--- src/rtl/parallel_adder4_pkg.sv ---
// Shared constants, types and lane-extension helper for the four-lane reduction adder.
// Signedness is selected at build time by PARALLEL_ADDER4_SIGNED_EN.
package parallel_adder4_pkg;

  localparam int unsigned LANES       = 4;
  localparam int unsigned DATA_W      = 32;
  localparam int unsigned SETTLE_LOAD = 2;
  localparam int unsigned RESET_CNT   = 3;
  localparam int unsigned CNT_W       = 2;

`ifdef PARALLEL_ADDER4_SIGNED_EN
  localparam bit SIGNED_EN = 1'b1;
`else
  localparam bit SIGNED_EN = 1'b0;
`endif

  typedef logic [DATA_W-1:0] lane_t;
  typedef logic [DATA_W:0]   pair_t;
  typedef logic [DATA_W+1:0] total_t;

  // Bit prepended when widening an operand by one: sign copy or zero.
  function automatic logic ext_bit(input logic msb);
    return msb & SIGNED_EN;
  endfunction

endpackage

--- src/rtl/pa4_pair_add.sv ---
// Registered two-input adder; the result is one bit wider than the operands.
module pa4_pair_add
  import parallel_adder4_pkg::*;
#(
  parameter int unsigned W = 32
) (
  input  logic         Clock,
  input  logic         Reset,
  input  logic [W-1:0] a,
  input  logic [W-1:0] b,
  output logic [W:0]   y
);

  logic [W:0] a_x;
  logic [W:0] b_x;

  assign a_x = {ext_bit(a[W-1]), a};
  assign b_x = {ext_bit(b[W-1]), b};

  // Register the widened sum; the extra bit absorbs the carry so no overflow occurs.
  always_ff @(posedge Clock or posedge Reset) begin
    if (Reset) y <= '0;
    else       y <= a_x + b_x;
  end

endmodule

--- src/rtl/parallel_adder4.sv ---
// Pipelined four-lane reduction adder with a settle counter that flags when
// sum matches the value currently on vector.
// Build option: PARALLEL_ADDER4_SIGNED_EN treats lanes as two's complement.
module parallel_adder4
  import parallel_adder4_pkg::*;
#(
  parameter int unsigned WIDTH = DATA_W
) (
  input  logic                   Clock,
  input  logic                   Reset,
  input  logic [LANES*WIDTH-1:0] vector,
  output logic [WIDTH+1:0]       sum,
  output logic                   finished
);

  logic [LANES*WIDTH-1:0] vec_q;
  logic [WIDTH:0]         p0;
  logic [WIDTH:0]         p1;
  logic [CNT_W-1:0]       cnt;
  logic [CNT_W-1:0]       cnt_nxt;
  logic                   chg;

  // Input register: stage 0 of the tree.
  always_ff @(posedge Clock or posedge Reset) begin
    if (Reset) vec_q <= '0;
    else       vec_q <= vector;
  end

  assign chg = (vector != vec_q);

  // Settle counter next state: a change reloads, otherwise count down to zero.
  always_comb begin
    cnt_nxt = cnt;
    if (chg)                 cnt_nxt = CNT_W'(SETTLE_LOAD);
    else if (cnt != '0)      cnt_nxt = cnt - CNT_W'(1);
  end

  // Settle counter register; reset value keeps finished low for three edges.
  always_ff @(posedge Clock or posedge Reset) begin
    if (Reset) cnt <= CNT_W'(RESET_CNT);
    else       cnt <= cnt_nxt;
  end

  assign finished = (cnt == '0);

  pa4_pair_add #(.W(WIDTH)) u_pair0 (
    .Clock (Clock),
    .Reset (Reset),
    .a     (vec_q[0*WIDTH +: WIDTH]),
    .b     (vec_q[1*WIDTH +: WIDTH]),
    .y     (p0)
  );

  pa4_pair_add #(.W(WIDTH)) u_pair1 (
    .Clock (Clock),
    .Reset (Reset),
    .a     (vec_q[2*WIDTH +: WIDTH]),
    .b     (vec_q[3*WIDTH +: WIDTH]),
    .y     (p1)
  );

  pa4_pair_add #(.W(WIDTH+1)) u_final (
    .Clock (Clock),
    .Reset (Reset),
    .a     (p0),
    .b     (p1),
    .y     (sum)
  );

endmodule

--- config.mk ---
export PLATFORM = sky130hd
export DESIGN_NAME = parallel_adder4
export DESIGN_NICKNAME = d
export VERILOG_FILES = /design/src/rtl/parallel_adder4_pkg.sv /design/src/rtl/pa4_pair_add.sv /design/src/rtl/parallel_adder4.sv
export SDC_FILE = /design/constraint.sdc
export NUM_CORES = 1
export LEC_CHECK = 0
export ABC_AREA = 1
export CAP_MARGIN = 5
export CORE_MARGIN = 4
export CORE_UTILIZATION = 49
export CTS_CLUSTER_SIZE = 16
export DETAILED_ROUTE_END_ITERATION = 8
export HOLD_SLACK_MARGIN = 0.15
export PLACE_DENSITY_LB_ADDON = 0.2
export SLEW_MARGIN = 10
export SYNTH_ARGS = -nofsm -noshare
export SYNTH_HDL_FRONTEND = slang
export SYNTH_SLANG_ARGS = --single-unit
--- constraint.sdc ---
create_clock -name Clock -period 11.44 [get_ports Clock]
set_input_delay 2.288 -clock Clock [delete_from_list [all_inputs] [get_ports Clock]]
set_output_delay 2.288 -clock Clock [all_outputs]
set_load 0.1 [all_outputs]
==> After elaboration in Yosys (flattened, before gate mapping) <==
Index checks and enable logic that the tools add are counted.
Widths: inputs -> output; s select.
{ "classes": {"n_addsub": 4, "eq_ne": 1, "mux": 2, "reduce_logical": 3} }
{ "op_table": {"columns": ["operator", "count"], "rows": [
  ["$ne 128x128->1", 1],
  ["$add 32x32->33", 2],
  ["$add 33x33->34", 1],
  ["$mux 2", 2],
  ["$reduce_bool 2->1", 2],
  ["$logic_not 2->1", 1],
  ["$sub 2x1->2 const B", 1]
]} }
{ "word_totals": {"ff_bits": 230, "output_inout_bits": 35} }

==> Logic depth before layout (Yosys ltp) <==
Gate-level depths: netlist of run 1.
{ "depth": {"word_depth": 3, "ltp_mapped": 12} }

==> Cells and area by module <==
Synthesis of run 1 repeated with hierarchy kept, for this count alone.
{ "hier_totals": {"hier_cells": 2102, "area_unflattened_um2": 14979.4} }
{ "modules_own_cells": {"columns": ["mod", "n_inst", "cells_per_inst", "area_each_um2"], "rows": [
  ["parallel_adder4", 1, 449, 5053.6],
  ["pa4_pair_add at u_final", 1, 578, 3394.5],
  ["pa4_pair_add at u_pair1", 1, 536, 3278.1],
  ["pa4_pair_add at u_pair0", 1, 539, 3253.1]
]} }

==> Least setup slack after synthesis of run 1 <==
OpenSTA, ideal clock, no wires.
{ "synth_path": {"kind": "reg2out", "startpoint": "reg cnt[0]", "endpoint": "out finished", "arrival_time_ns": 1.234, "required_ns": 9.152, "slack_ns": 7.918, "stages_incl_launch_ff": 3, "n_path_buf": 0, "cell_sequence": "dfstp_2 -> inv_1 -> ha_1"} }
{ "synth_between": {"elab_chain_cells": 1} }
{ "synth_lines": {"columns": ["item", "line", "text"], "rows": [
  ["start: declaration", "parallel_adder4.sv:19", "logic [CNT_W-1:0] cnt;"],
  ["start signal: assignment", "parallel_adder4.sv:40", "if (Reset) cnt <= CNT_W'(RESET_CNT);"],
  ["start signal: assignment", "parallel_adder4.sv:41", "else cnt <= cnt_nxt;"],
  ["$logic_not 2->1", "parallel_adder4.sv:44", "assign finished = (cnt == '0);"],
  ["end: declaration", "parallel_adder4.sv:13", "output logic finished"]
]} }
No other way between the ends.

==> Final worst setup path of run 1 <==
Same ends and word-level chain as after synthesis.

==> results of run 1 <==
Yosys cell counts (2+ instances only):
master | count | area (µm²)
sky130_fd_sc_hd__fa_1 | 3 | 60.1
sky130_fd_sc_hd__nand3b_1 | 2 | 15.0
sky130_fd_sc_hd__dfstp_2 | 2 | 52.6
sky130_fd_sc_hd__nor3_1 | 23 | 115
sky130_fd_sc_hd__dfrtp_1 | 228 | 5710
sky130_fd_sc_hd__xor2_1 | 44 | 385
sky130_fd_sc_hd__o21a_1 | 5 | 37.5
sky130_fd_sc_hd__nor2_4 | 3 | 33.8
sky130_fd_sc_hd__nand2_2 | 37 | 231
sky130_fd_sc_hd__nand4_1 | 8 | 50.1
sky130_fd_sc_hd__inv_1 | 236 | 886
sky130_fd_sc_hd__and2_4 | 2 | 17.5
sky130_fd_sc_hd__xnor2_1 | 96 | 841
sky130_fd_sc_hd__nor4_2 | 2 | 25.0
sky130_fd_sc_hd__nor2_1 | 145 | 544
sky130_fd_sc_hd__ha_1 | 98 | 1230
sky130_fd_sc_hd__inv_2 | 8 | 30.0
sky130_fd_sc_hd__nor3_2 | 8 | 80.1
sky130_fd_sc_hd__o21ai_0 | 59 | 295
sky130_fd_sc_hd__a21o_1 | 11 | 82.6
sky130_fd_sc_hd__o21ai_1 | 2 | 10.0
sky130_fd_sc_hd__o21ai_2 | 3 | 26.3
sky130_fd_sc_hd__nor2_2 | 10 | 62.6
sky130_fd_sc_hd__nand3_1 | 82 | 410
sky130_fd_sc_hd__a21oi_4 | 2 | 32.5
sky130_fd_sc_hd__or2_0 | 2 | 12.5
sky130_fd_sc_hd__o21bai_1 | 3 | 22.5
sky130_fd_sc_hd__nand2_1 | 564 | 2120
sky130_fd_sc_hd__a21oi_1 | 116 | 581
how the worst min path moves through the flow:
| stage | to | depth (start not counted) | slack [ns] |
|---|---|---|---|
| after floorplan | u_final.y[0] | 1 | 0.44 |
| after global placement | u_final.y[0] | 1 | 0.48 |
| after detailed placement | u_final.y[0] | 1 | 0.49 |
| after CTS | u_final.y[0] | 1 | 0.50 |
| after global routing | u_final.y[0] | 1 | 0.51 |
| final | u_final.y[0] | 1 | 0.50 |
worst max-delay path: stages, from the launching register on:
cell,delay (ns)
sky130_fd_sc_hd__dfstp_2,0.37
sky130_fd_sc_hd__inv_1,0.05
sky130_fd_sc_hd__ha_1,0.22
sky130_fd_sc_hd__clkdlybuf4s50_1,1.16
routing by layer:
metal	vias up	global-route usage (%)
li1	6110	-
met1	5550	33.5
met2	271	38.8
met3	38	2.82
met4	0	4.67
met5	-	0
sequential cells by signal, summed over array words and instances, names as in the netlist:
register / cells
u_final.y: 34
u_pair0.y: 33
u_pair1.y: 33
vec_q: 128
cnt: 2
through the flow:
stage	hold WS (ns)	total power [µW]	setup WS, ns
after floorplan	0.443	2010	2.85
after global placement	0.480	2380	7.27
after detailed placement	0.486	2390	7.22
after CTS	0.501	3210	6.78
after global routing	0.508	3370	6.73
final	0.497	3180	6.81
report_power, final:
part | internal [µW] | total, µW | switching (µW) | leakage, µW
combinational | 398 | 1380 | 980 | 0.00533
clock | 468 | 807 | 339 | 0.000414
sequential | 943 | 999 | 56.3 | 0.00269
total | 1810 | 3180 | 1380 | 0.00844
layout make-up:
cell class                 instances  area share [%]
tap                              378            2.78
clock buffer                      33            4.21
multi-input combinational       1334            43.2
clock inverter                    15           0.765
sequential                       230            33.9
timing repair buffer             166            9.74
inverter                         244            5.43
cell usage in the layout (no fill, tap or decap), drive strengths merged:
master	synthesis	routed
a31oi	1	1
bufinv	0	1
clkbuf	0	33
dfstp	2	2
fa	3	3
buf	0	2
o21ai	64	64
dfrtp	228	228
nand3b	2	2
clkinvlp	0	3
nor3	32	32
clkinv	0	11
inv	244	244
o21bai	3	3
o21a	5	5
a21oi	118	118
a21o	11	11
ha	98	98
or2	2	2
nor4	3	3
xor2	44	44
xnor2	96	96
nand3	82	82
nor2	158	158
clkdlybuf4s50	0	164
o311ai	1	1
nand4	8	8
nand2	601	601
and2	2	2
kinds of logic after synthesis:
group           share of synthesized area, %
buf+inv                                 6.53
fa+ha+maj                               9.17
simple gates                            26.6
xor+xnor                                8.74
flops                                   41.1
compound gates                          7.86
==> impl_table.tex, run 1 <==
\begin{tabular}{lr}
\hline
Metric & Value \\
\hline
\multicolumn{2}{l}{\textbf{Finish}} \\
\quad Share of final-layout standard cells stronger than drive strength 1 & between 6 and 7\% \\
\quad Post-Route Utilization & between 60\% and 70\% \\
\quad Multi-input logic area & about 7400 µm² \\
\quad Design area & roughly 17,000 µm² \\
\quad Nets & between 2k and 2.5k \\
\quad Number of diodes added for antenna fixing & 0 \\
\quad Non-filler cells in the finished layout & around 2.4k \\
\quad Synth-to-Final Area Change & 21.3\% \\
\quad Sequential cell area in the final layout & around 5800 µm² \\
\quad Layout fillers & roughly 2.5k \\
\multicolumn{2}{l}{\textbf{Route}} \\
\quad Number of search-and-repair iterations in the first detailed-routing pass & 5 \\
\quad Per-cell via count in the routed design & 4.99 \\
\quad Post-detailed-route wirelength per cell & 15.2 µm \\
\quad Highest metal layer with signal wires & met4 \\
\quad Count of antenna-violating nets left after detailed routing & 0 \\
\quad Met3 routed wirelength & 1780 µm \\
\quad Met2 wire length & between 15,000 and 20,000 µm \\
\quad Initial DRC Count & 630 \\
\quad M1 wire length & roughly 17,000 µm \\
\quad WL final & about 36,000 µm \\
\quad Number of remaining DRC errors & 0 \\
\quad Routed via count & about 12k \\
\multicolumn{2}{l}{\textbf{Setup path}} \\
\quad Crit Reg-Reg Startpoint & vec\_q[0] \\
\quad CP max FO & 4 \\
\quad Critical Path Start & cnt[0] \\
\quad Startpoint Class & flop \\
\quad Arrival time of the worst setup path & between 2 and 2.5 ns \\
\quad Reg2Reg Capture Point & u\_pair0.y[30] \\
\quad Worst setup path class & reg -> out \\
\quad End of the critical path & finished \\
\quad R2R cell count & 12 \\
\quad Setup slack, reg-to-reg & 9.28 ns \\
\quad Critical path data required time & roughly 9.2 ns \\
\quad Worst Setup End Kind & output port \\
\multicolumn{2}{l}{\textbf{Synth}} \\
\quad FF+latch count, synth & between 200 and 250 \\
\quad Syn Std Cell Area & 14,000 µm² \\
\quad Post-synthesis cell type count & 33 \\
\quad Number of enable-type register cells in the synthesized netlist & 0 \\
\quad Number of warnings printed during yosys synthesis & 0 \\
\quad Synth Area per Inst & between 7 and 8 µm² \\
\quad Top FF cell, synth & sky130\_fd\_sc\_hd\_\_dfrtp\_1 \\
\quad Number of instances in the synthesized netlist & roughly 1.8k \\
\quad Sequential-to-total area share from yosys stat & roughly 41\% \\
\quad Number of nets in the synthesized netlist & about 2.0k \\
\quad FFs w/ async S/R, synth & between 90\% and 100\% \\
\multicolumn{2}{l}{\textbf{Die}} \\
\quad Die area & between 30,000 and 40,000 µm² \\
\quad Initial core utilization & about half \\
\quad Number of cell rows & 61 \\
\quad Top-Level Pins & around 170 \\
\quad Vertical extent of the die & roughly 180 µm \\
\quad Core region area & around 28,000 µm² \\
\quad Die Span X & 177 µm \\
\multicolumn{2}{l}{\textbf{Hold path}} \\
\quad Hold Startpoint & u\_pair1.y[0] \\
\quad Type of the worst min-delay path & reg -> reg \\
\multicolumn{2}{l}{\textbf{Global route}} \\
\quad Global-route usage over all layers & a little under a quarter \\
\quad Global-route wire length before repair & $\sim$59,000 µm \\
\quad Largest net degree at the start of global routing & 80 \\
\quad Grt total ovfl & 0 \\
\quad Via count of the first global-routing pass & 12.0k \\
\quad Antenna violations before repair & 1 \\
\multicolumn{2}{l}{\textbf{STA}} \\
\quad Worst slew pin tran & a little under 1 ns \\
\quad Setup clock skew after layout & 0.0149 ns \\
\quad Share of the clock period used by the worst path & 40.4\% \\
\quad Final worst path period need & 4.63 ns \\
\quad Final hold viol count & 0 \\
\quad Setup-failing EPs final & 0 \\
\quad Normalized max-slew margin & approximately 35\% \\
\quad Unrepaired setup endpoints after global routing & no \\
\quad Slew Viols, Final & 0 \\
\quad Setup TNS after final layout & 0 ns \\
\quad Highest clock rate & around 220 MHz \\
\multicolumn{2}{l}{\textbf{Run status}} \\
\quad Outcome & complete, no violations \\
\multicolumn{2}{l}{\textbf{CTS}} \\
\quad Clk Tree Root Cell & sky130\_fd\_sc\_hd\_\_clkbuf\_16 \\
\quad Total of hold buffers inserted after clock tree synthesis & 0 \\
\quad Number of H-tree levels & 1 \\
\quad Sink count of the clock tree & 230 \\
\quad Clock Tree Buf Depth & 3 \\
\quad TritonCTS clock tree & built \\
\quad Number of clock buffers inserted by TritonCTS & 26 \\
\quad Clock latency on the worst-skew pair & 0.54 ns \\
\quad Clock transition at the register clock pins on the worst setup and hold paths after CTS & around 0.060 ns \\
\quad Postcts setup bufs & 0 \\
\quad Quantity of gates resized following cts & 0 \\
\multicolumn{2}{l}{\textbf{Placed design}} \\
\quad Placed Cells & $\sim$2.4k \\
\quad Count of input and output buffers & between 150 and 200 \\
\quad RePlAce Congestion & $\sim$0.89 \\
\quad Placement Cell Area & $\sim$16,000 µm² \\
\quad Half-perimeter wire length of the detailed placement result & $\sim$30,000 µm \\
\multicolumn{2}{l}{\textbf{Pwr}} \\
\quad Total power divided by cell area & roughly 190 nW/µm² \\
\quad Highest ir drop seen on vdd & roughly 0.00011 V \\
\quad Static power due to leakage & between 0.008 and 0.009 µW \\
\multicolumn{2}{l}{\textbf{Job}} \\
\quad Max-cap check violation count & 0 \\
\hline
\end{tabular}
No activity file was read; power rests on OpenSTA's default activity.
==> run 2, diff against run 1 <==
Clock period 11.44 ns to 4.8 ns, I/O delays scaled along.
==> run 2 against run 1 <==
Via count down 0.18%. Critical endpoint unchanged. Critical path type unchanged. Register-to-register slack worse by 6.6 ns. Routed wire length down 0.99%. Count of clock-buffer cells in the layout up 3. First-iteration DRC count up 7.1%. Clock skew up 0.011 ns. Clock power up 150%. Final cell count down 0.13%. Sequential power up 140%. Sequential share of layout area down 0.13 points. Hold slack worse by 0.016 ns. Largest power group unchanged. Flip-flop and latch count unchanged.
==> impl_table.tex, run 2 (same netlist as run 1, synthesis figures left out) <==
\begin{tabular}{lr}
\hline
Metric & Value \\
\hline
\multicolumn{2}{l}{\textbf{Finish}} \\
\quad Nets & 2,233 \\
\quad Non-filler cells in the finished layout & $\sim$2.4k \\
\quad Biggest register & vec\_q \\
\quad Share of final-layout standard cells stronger than drive strength 1 & under 10\% \\
\quad Number of diodes added for antenna fixing & 0 \\
\quad Synth-to-Final Area Change & 21.7\% \\
\quad Largest registers & vec\_q: 128 flops, u\_final.y: 34 flops \\
\quad Post-Route Utilization & between 60 and 70\% \\
\quad Largest register FFs & roughly 130 \\
\quad Leading cell types in the layout, fill and taps excluded & sky130\_fd\_sc\_hd\_\_nand2\_1, sky130\_fd\_sc\_hd\_\_inv\_1, sky130\_fd\_sc\_hd\_\_dfrtp\_1 \\
\quad Most common cell after layout, fill and taps aside & sky130\_fd\_sc\_hd\_\_nand2\_1 \\
\multicolumn{2}{l}{\textbf{Setup path}} \\
\quad Delay of the slowest cell on the worst path & 0.98 ns \\
\quad Startpoint Class & flop \\
\quad Arrival time of the worst setup path & around 2.4 ns \\
\quad Critical path data required time & roughly 3.8 ns \\
\quad Reg2Reg Capture Point & u\_final.y[20] \\
\quad End of the critical path & finished \\
\quad Worst setup path class & reg -> out \\
\quad R2R cell count & 11 \\
\quad Cell with the largest stage delay on the worst path & sky130\_fd\_sc\_hd\_\_clkdlybuf4s50\_1 \\
\quad Crit Reg-Reg Startpoint & u\_pair1.y[0] \\
\quad Worst Setup End Kind & output port \\
\quad Worst-path cell chain & inv\_1, ha\_1, clkdlybuf4s50\_1 \\
\quad CP max FO & 4 \\
\quad Setup slack, reg-to-reg & roughly 2.6 ns \\
\quad Critical Path Start & cnt[0] \\
\multicolumn{2}{l}{\textbf{Placed design}} \\
\quad Count of input and output buffers & about 160 \\
\quad Pre-CTS setup slack & roughly 2.1 ns \\
\quad Half-perimeter wire length of the detailed placement result & slightly below 30,000 µm \\
\quad RePlAce Congestion & between 0.8 and 0.9 \\
\quad Placed Cells & 2,352 \\
\multicolumn{2}{l}{\textbf{Pwr}} \\
\quad Clock Power Share & around a quarter \\
\quad Static power due to leakage & 0.00846 µW \\
\quad Switching power total & $\sim$3300 µW \\
\quad Highest ir drop seen on vdd & 0.000259 V \\
\quad Internal power & between 4000 and 5000 µW \\
\quad Part of the power in combinational logic & $\sim$43\% \\
\quad Total power divided by cell area & roughly 450 nW/µm² \\
\quad Reg power frac & between 30 and 40\% \\
\quad Fraction of power spent switching nets & a little over two fifths \\
\multicolumn{2}{l}{\textbf{CTS}} \\
\quad Clock transition at the register clock pins on the worst setup and hold paths after CTS & 0.06 ns \\
\quad Clock Tree Buf Depth & 3 \\
\quad Sink count of the clock tree & between 200 and 250 \\
\quad Postcts setup bufs & 0 \\
\quad Clock latency on the worst-skew pair & between 0.5 and 0.6 ns \\
\quad Quantity of gates resized following cts & 0 \\
\quad Total of hold buffers inserted after clock tree synthesis & 0 \\
\quad Number of H-tree levels & 1 \\
\quad TritonCTS clock tree & built \\
\quad Number of clock buffers inserted by TritonCTS & 26 \\
\quad Clk Tree Root Cell & sky130\_fd\_sc\_hd\_\_clkbuf\_16 \\
\multicolumn{2}{l}{\textbf{Run status}} \\
\quad Outcome & complete, no violations \\
\multicolumn{2}{l}{\textbf{Die}} \\
\quad Top-Level Pins & about 170 \\
\quad Die area & 31,400 µm² \\
\quad Vertical extent of the die & 177 µm \\
\quad Core region area & $\sim$28,000 µm² \\
\quad Initial core utilization & 50.1\% \\
\quad Die Span X & 177 µm \\
\quad Number of cell rows & just over 60 \\
\multicolumn{2}{l}{\textbf{STA}} \\
\quad Unrepaired setup endpoints after global routing & no \\
\quad Setup clock skew after layout & 0.0255 ns \\
\quad Normalized max-slew margin & about a third \\
\quad Share of the clock period used by the worst path & between 60\% and 70\% \\
\quad Fin worst setup slack & between 1 and 1.5 ns \\
\quad Final worst path period need & between 3 and 4 ns \\
\quad Final hold viol count & 0 \\
\quad Highest clock rate & around 300 MHz \\
\quad Setup-failing EPs final & 0 \\
\quad Worst slew pin tran & 0.984 ns \\
\quad Slew Viols, Final & 0 \\
\quad Setup TNS after final layout & 0 ns \\
\multicolumn{2}{l}{\textbf{Route}} \\
\quad Post-detailed-route wirelength per cell & between 15 and 20 µm \\
\quad Number of remaining DRC errors & 0 \\
\quad WL final & around 36,000 µm \\
\quad Number of search-and-repair iterations in the first detailed-routing pass & 6 \\
\quad Initial DRC Count & 675 \\
\quad Count of antenna-violating nets left after detailed routing & 0 \\
\quad Per-cell via count in the routed design & $\sim$5.0 \\
\quad Routed via count & $\sim$12k \\
\multicolumn{2}{l}{\textbf{Global route}} \\
\quad Largest net degree at the start of global routing & approximately 120 \\
\quad Global-route wire length before repair & 59,000 µm \\
\quad Antenna violations before repair & 0 \\
\quad Global-route usage over all layers & 23.3\% \\
\quad Via count of the first global-routing pass & approximately 12k \\
\quad Grt total ovfl & 0 \\
\multicolumn{2}{l}{\textbf{Job}} \\
\quad Max-cap check violation count & 0 \\
\multicolumn{2}{l}{\textbf{Hold path}} \\
\quad Type of the worst min-delay path & reg -> reg \\
\hline
\end{tabular}
run 2: critical path, delay by kind of cell, from the launching register on:
| family | cells | cell delay [ns] |
|---|---|---|
| DFF | 1 | 0.53 |
| buffers and inverters | 2 | 1.02 |
| adders and majority gates | 1 | 0.23 |
run 2: per-layer routing:
layer / routed length, µm / track usage, % / up-vias
li1: - / - / 6092
met3: 2160 / 2.91 / 48
met2: 16500 / 39.1 / 294
met4: 659 / 4.74 / 0
met5: 0 / 0 / -
met1: 16700 / 32.9 / 5514
run 2: worst min-delay path by stage:
| stage | from | end | slack [ns] | depth (start not counted) |
|---|---|---|---|---|
| after floorplan | u_pair1.y[0] | u_final.y[0] | 0.44 | 1 |
| after global placement | u_pair0.y[0] | u_final.y[0] | 0.47 | 1 |
| after detailed placement | u_pair0.y[0] | u_final.y[0] | 0.47 | 1 |
| after CTS | u_pair0.y[0] | u_final.y[0] | 0.49 | 1 |
| after global routing | u_pair0.y[0] | u_final.y[0] | 0.50 | 1 |
| final | u_pair0.y[0] | u_final.y[0] | 0.48 | 1 |
run 2: cell type report:
cell class | count | area (µm²)
fillers | 2565 | 10900
multi-input cells | 1334 | 7350
flip-flops and latches | 230 | 5760
repair buffers | 166 | 1680
inverters | 244 | 920
clock buffers | 36 | 758
well taps | 378 | 473
clock inverters | 9 | 134
run 2: stage by stage:
| step | area (µm²) | hold WS, ns | total power, µW |
|---|---|---|---|
| finish | 17100 | 0.481 | 7670 |
| global route | 17100 | 0.503 | 8130 |
| CTS | 17100 | 0.487 | 7730 |
| detailed placement | 16200 | 0.471 | 5690 |
| global placement | 16200 | 0.466 | 5660 |
| floorplan | 14000 | 0.443 | 4800 |
run 2: power by group through the flow:
stage,registers [µW],clock network [µW],logic [µW]
2_1_floorplan,3430,0,1370
3_3_place_gp,2420,0,3240
3_5_place_dp,2430,0,3260
4_1_cts,2400,2060,3280
5_1_grt,2420,2150,3550
6_report,2390,2010,3270
==> run 3, diff against run 2 <==
Clock period 4.8 ns to 3.1 ns, I/O delays scaled along.
==> run 3 against run 2 <==
Global-route usage is 0.50 points higher. Critical path depth is 9 higher. Clock power is 54% higher. Via count is 1.9% higher. Clock skew is 0.013 ns lower. Register-to-register slack worse by 1.8 ns. Power is 54% higher. Critical path type is now reg -> reg. Critical endpoint is now u_pair0.y[30].
==> impl_table.tex, run 3 (same netlist as run 1, synthesis figures left out) <==
\begin{tabular}{lr}
\hline
Metric & Value \\
\hline
\multicolumn{2}{l}{\textbf{Run status}} \\
\quad Outcome & complete, no violations \\
\multicolumn{2}{l}{\textbf{Pwr}} \\
\quad Internal power & approximately 6700 µW \\
\quad Total power divided by cell area & slightly below 700 nW/µm² \\
\quad Part of the power in combinational logic & 42.5\% \\
\quad Reg power frac & approximately 31\% \\
\quad Highest ir drop seen on vdd & $\sim$0.00040 V \\
\quad Fraction of power spent switching nets & $\sim$43\% \\
\quad Switching power total & roughly 5100 µW \\
\quad Static power due to leakage & about 0.0085 µW \\
\quad Clock Power Share & 26.1\% \\
\multicolumn{2}{l}{\textbf{Global route}} \\
\quad Met2 track utilization from global routing & a little under two fifths \\
\quad Global routing met3 resource utilization & 3.50\% \\
\quad Global-route usage over all layers & 23.8\% \\
\quad Layer carrying the most global-route usage & met2 \\
\quad Global-route wire length before repair & 60,200 µm \\
\quad GRT met1 Usage & about a third \\
\quad Antenna violations before repair & 0 \\
\quad Grt total ovfl & 0 \\
\quad Largest net degree at the start of global routing & 77 \\
\quad Via count of the first global-routing pass & around 12k \\
\multicolumn{2}{l}{\textbf{STA}} \\
\quad Worst hold margin & 0.465 ns \\
\quad Normalized max-slew margin & between 60\% and 70\% \\
\quad Highest clock rate & 441 MHz \\
\quad Setup-failing EPs final & 0 \\
\quad Setup clock skew after layout & about 0.012 ns \\
\quad Final worst path period need & roughly 2.3 ns \\
\quad Final hold viol count & 0 \\
\quad Share of the clock period used by the worst path & 73.1\% \\
\quad Setup TNS after final layout & 0 ns \\
\quad Fin worst setup slack & $\sim$0.83 ns \\
\quad Slew Viols, Final & 0 \\
\quad Worst slew pin tran & roughly 0.5 ns \\
\quad Unrepaired setup endpoints after global routing & no \\
\multicolumn{2}{l}{\textbf{Route}} \\
\quad Count of antenna-violating nets left after detailed routing & 0 \\
\quad WL final & roughly 37,000 µm \\
\quad Initial DRC Count & $\sim$670 \\
\quad Per-cell via count in the routed design & about 5.1 \\
\quad Number of search-and-repair iterations in the first detailed-routing pass & 5 \\
\quad Routed via count & roughly 12k \\
\quad Number of remaining DRC errors & 0 \\
\quad Post-detailed-route wirelength per cell & 15.5 µm \\
\multicolumn{2}{l}{\textbf{Die}} \\
\quad Die Span X & roughly 180 µm \\
\quad Top-Level Pins & $\sim$170 \\
\quad Number of cell rows & 61 \\
\quad Initial core utilization & approximately 50\% \\
\quad Core region area & $\sim$28,000 µm² \\
\quad Vertical extent of the die & 177 µm \\
\quad Die area & roughly 31,000 µm² \\
\multicolumn{2}{l}{\textbf{Finish}} \\
\quad Share of final-layout standard cells stronger than drive strength 1 & roughly 8.0\% \\
\quad Number of diodes added for antenna fixing & 0 \\
\quad Layout fillers & around 2.5k \\
\quad Largest register FFs & roughly 130 \\
\quad Largest registers & vec\_q: 128 flops, u\_final.y: 34 flops \\
\quad Synth-to-Final Area Change & 21.3\% \\
\quad Biggest register & vec\_q \\
\quad Nets & around 2.2k \\
\quad Multi-input logic area & between 7000 and 8000 µm² \\
\quad Design area & 17,000 µm² \\
\quad Most common cell after layout, fill and taps aside & sky130\_fd\_sc\_hd\_\_nand2\_1 \\
\quad Leading cell types in the layout, fill and taps excluded & sky130\_fd\_sc\_hd\_\_nand2\_1, sky130\_fd\_sc\_hd\_\_inv\_1, sky130\_fd\_sc\_hd\_\_dfrtp\_1 \\
\quad Non-filler cells in the finished layout & roughly 2.4k \\
\quad Sequential cell area in the final layout & 5760 µm² \\
\multicolumn{2}{l}{\textbf{CTS}} \\
\quad Sink count of the clock tree & between 200 and 250 \\
\quad Clock transition at the register clock pins on the worst setup and hold paths after CTS & around 0.06 ns \\
\quad Clock latency on the worst-skew pair & 0.54 ns \\
\quad TritonCTS clock tree & built \\
\quad Quantity of gates resized following cts & 0 \\
\quad Postcts setup bufs & 0 \\
\quad Total of hold buffers inserted after clock tree synthesis & 0 \\
\quad Number of clock buffers inserted by TritonCTS & 26 \\
\quad Clk Tree Root Cell & sky130\_fd\_sc\_hd\_\_clkbuf\_16 \\
\quad Clock Tree Buf Depth & 3 \\
\quad Number of H-tree levels & 1 \\
\multicolumn{2}{l}{\textbf{Setup path}} \\
\quad Startpoint Class & flop \\
\quad Worst Setup End Kind & flop \\
\quad Worst setup path class & reg -> reg \\
\quad Setup slack, reg-to-reg & between 0.8 and 0.9 ns \\
\quad CP max FO & 3 \\
\quad Critical path data required time & approximately 3.5 ns \\
\quad Arrival time of the worst setup path & 2.62 ns \\
\multicolumn{2}{l}{\textbf{Placed design}} \\
\quad Placed Cells & 2,357 \\
\quad Half-perimeter wire length of the detailed placement result & $\sim$31,000 µm \\
\quad Placement Cell Area & 16,100 µm² \\
\quad Count of input and output buffers & around 160 \\
\quad RePlAce Congestion & 0.932 \\
\quad Pre-CTS setup slack & 0.773 ns \\
\multicolumn{2}{l}{\textbf{Hold path}} \\
\quad Type of the worst min-delay path & in -> async \\
\multicolumn{2}{l}{\textbf{Job}} \\
\quad Max-cap check violation count & 0 \\
\hline
\end{tabular}
-- run 3: cell types whose count changed in the layout (fill, tap and decap cells not counted) --
cell / delta
sky130_fd_sc_hd__buf_12: +1
sky130_fd_sc_hd__buf_4: +39
sky130_fd_sc_hd__clkbuf_1: +4
sky130_fd_sc_hd__clkbuf_16: +1
sky130_fd_sc_hd__clkbuf_8: -3
sky130_fd_sc_hd__clkdlybuf4s50_1: -35
sky130_fd_sc_hd__clkinv_16: -1
sky130_fd_sc_hd__clkinv_2: +1
sky130_fd_sc_hd__clkinv_4: -1
sky130_fd_sc_hd__clkinvlp_4: +2
-- run 3: area by class of cell --
type	instances	share of cell area, %
timing repair buffer	171	9.66
clock buffer	38	4.45
sequential	230	33.8
tap	378	2.78
inverter	244	5.40
multi-input combinational	1334	43.2
clock inverter	10	0.676
-- run 3: path summary, 6_finish.rpt --
path                       cells after the start    startpoint            end
max in group asynchronous                      4         Reset     vec_q[121]
max reg2reg                                   12     vec_q[32]  u_pair0.y[30]
min                                            2         Reset       vec_q[3]
min in group Clock                             1  u_pair0.y[0]   u_final.y[0]
max                                           12     vec_q[32]  u_pair0.y[30]
min reg2reg                                    1  u_pair0.y[0]   u_final.y[0]
-- run 3: per-layer routing --
| layer | part of all wire, % | wire, µm |
|---|---|---|
| met2 | 44 | 16500 |
| met1 | 47 | 17400 |
| met4 | 3.0 | 1130 |
| met3 | 5.8 | 2160 |
| met5 | 0 | 0 |
-- run 3: worst max-delay path, stage by stage (launching register included) --
cell	delay, ns
sky130_fd_sc_hd__dfrtp_1	0.41
sky130_fd_sc_hd__ha_1	0.24
sky130_fd_sc_hd__fa_1	0.40
sky130_fd_sc_hd__nand2_1	0.08
sky130_fd_sc_hd__nand2_1	0.08
sky130_fd_sc_hd__nand3b_1	0.09
sky130_fd_sc_hd__nand2_1	0.11
sky130_fd_sc_hd__nand3_1	0.09
sky130_fd_sc_hd__nand2_1	0.15
sky130_fd_sc_hd__nand2_1	0.15
sky130_fd_sc_hd__nand2_1	0.06
sky130_fd_sc_hd__nand2_1	0.06
sky130_fd_sc_hd__nand2_1	0.16
-- run 3: power by group through the flow --
| stage | Combinational [µW] | Sequential [µW] | Clock [µW] |
|---|---|---|---|
| 2_1_floorplan | 2130 | 5300 | 0 |
| 3_3_place_gp | 4970 | 3750 | 0 |
| 3_5_place_dp | 5010 | 3760 | 0 |
| 4_1_cts | 5030 | 3710 | 3160 |
| 5_1_grt | 5450 | 3750 | 3280 |
| 6_report | 5030 | 3710 | 3090 |
-- run 3: metrics by stage --
step | power (µW) | util [%]
after floorplan | 7430 | -
after global placement | 8720 | 57.6
after detailed placement | 8770 | 57.6
after CTS | 11900 | 60.8
after global routing | 12500 | 60.8
final | 11800 | 60.8
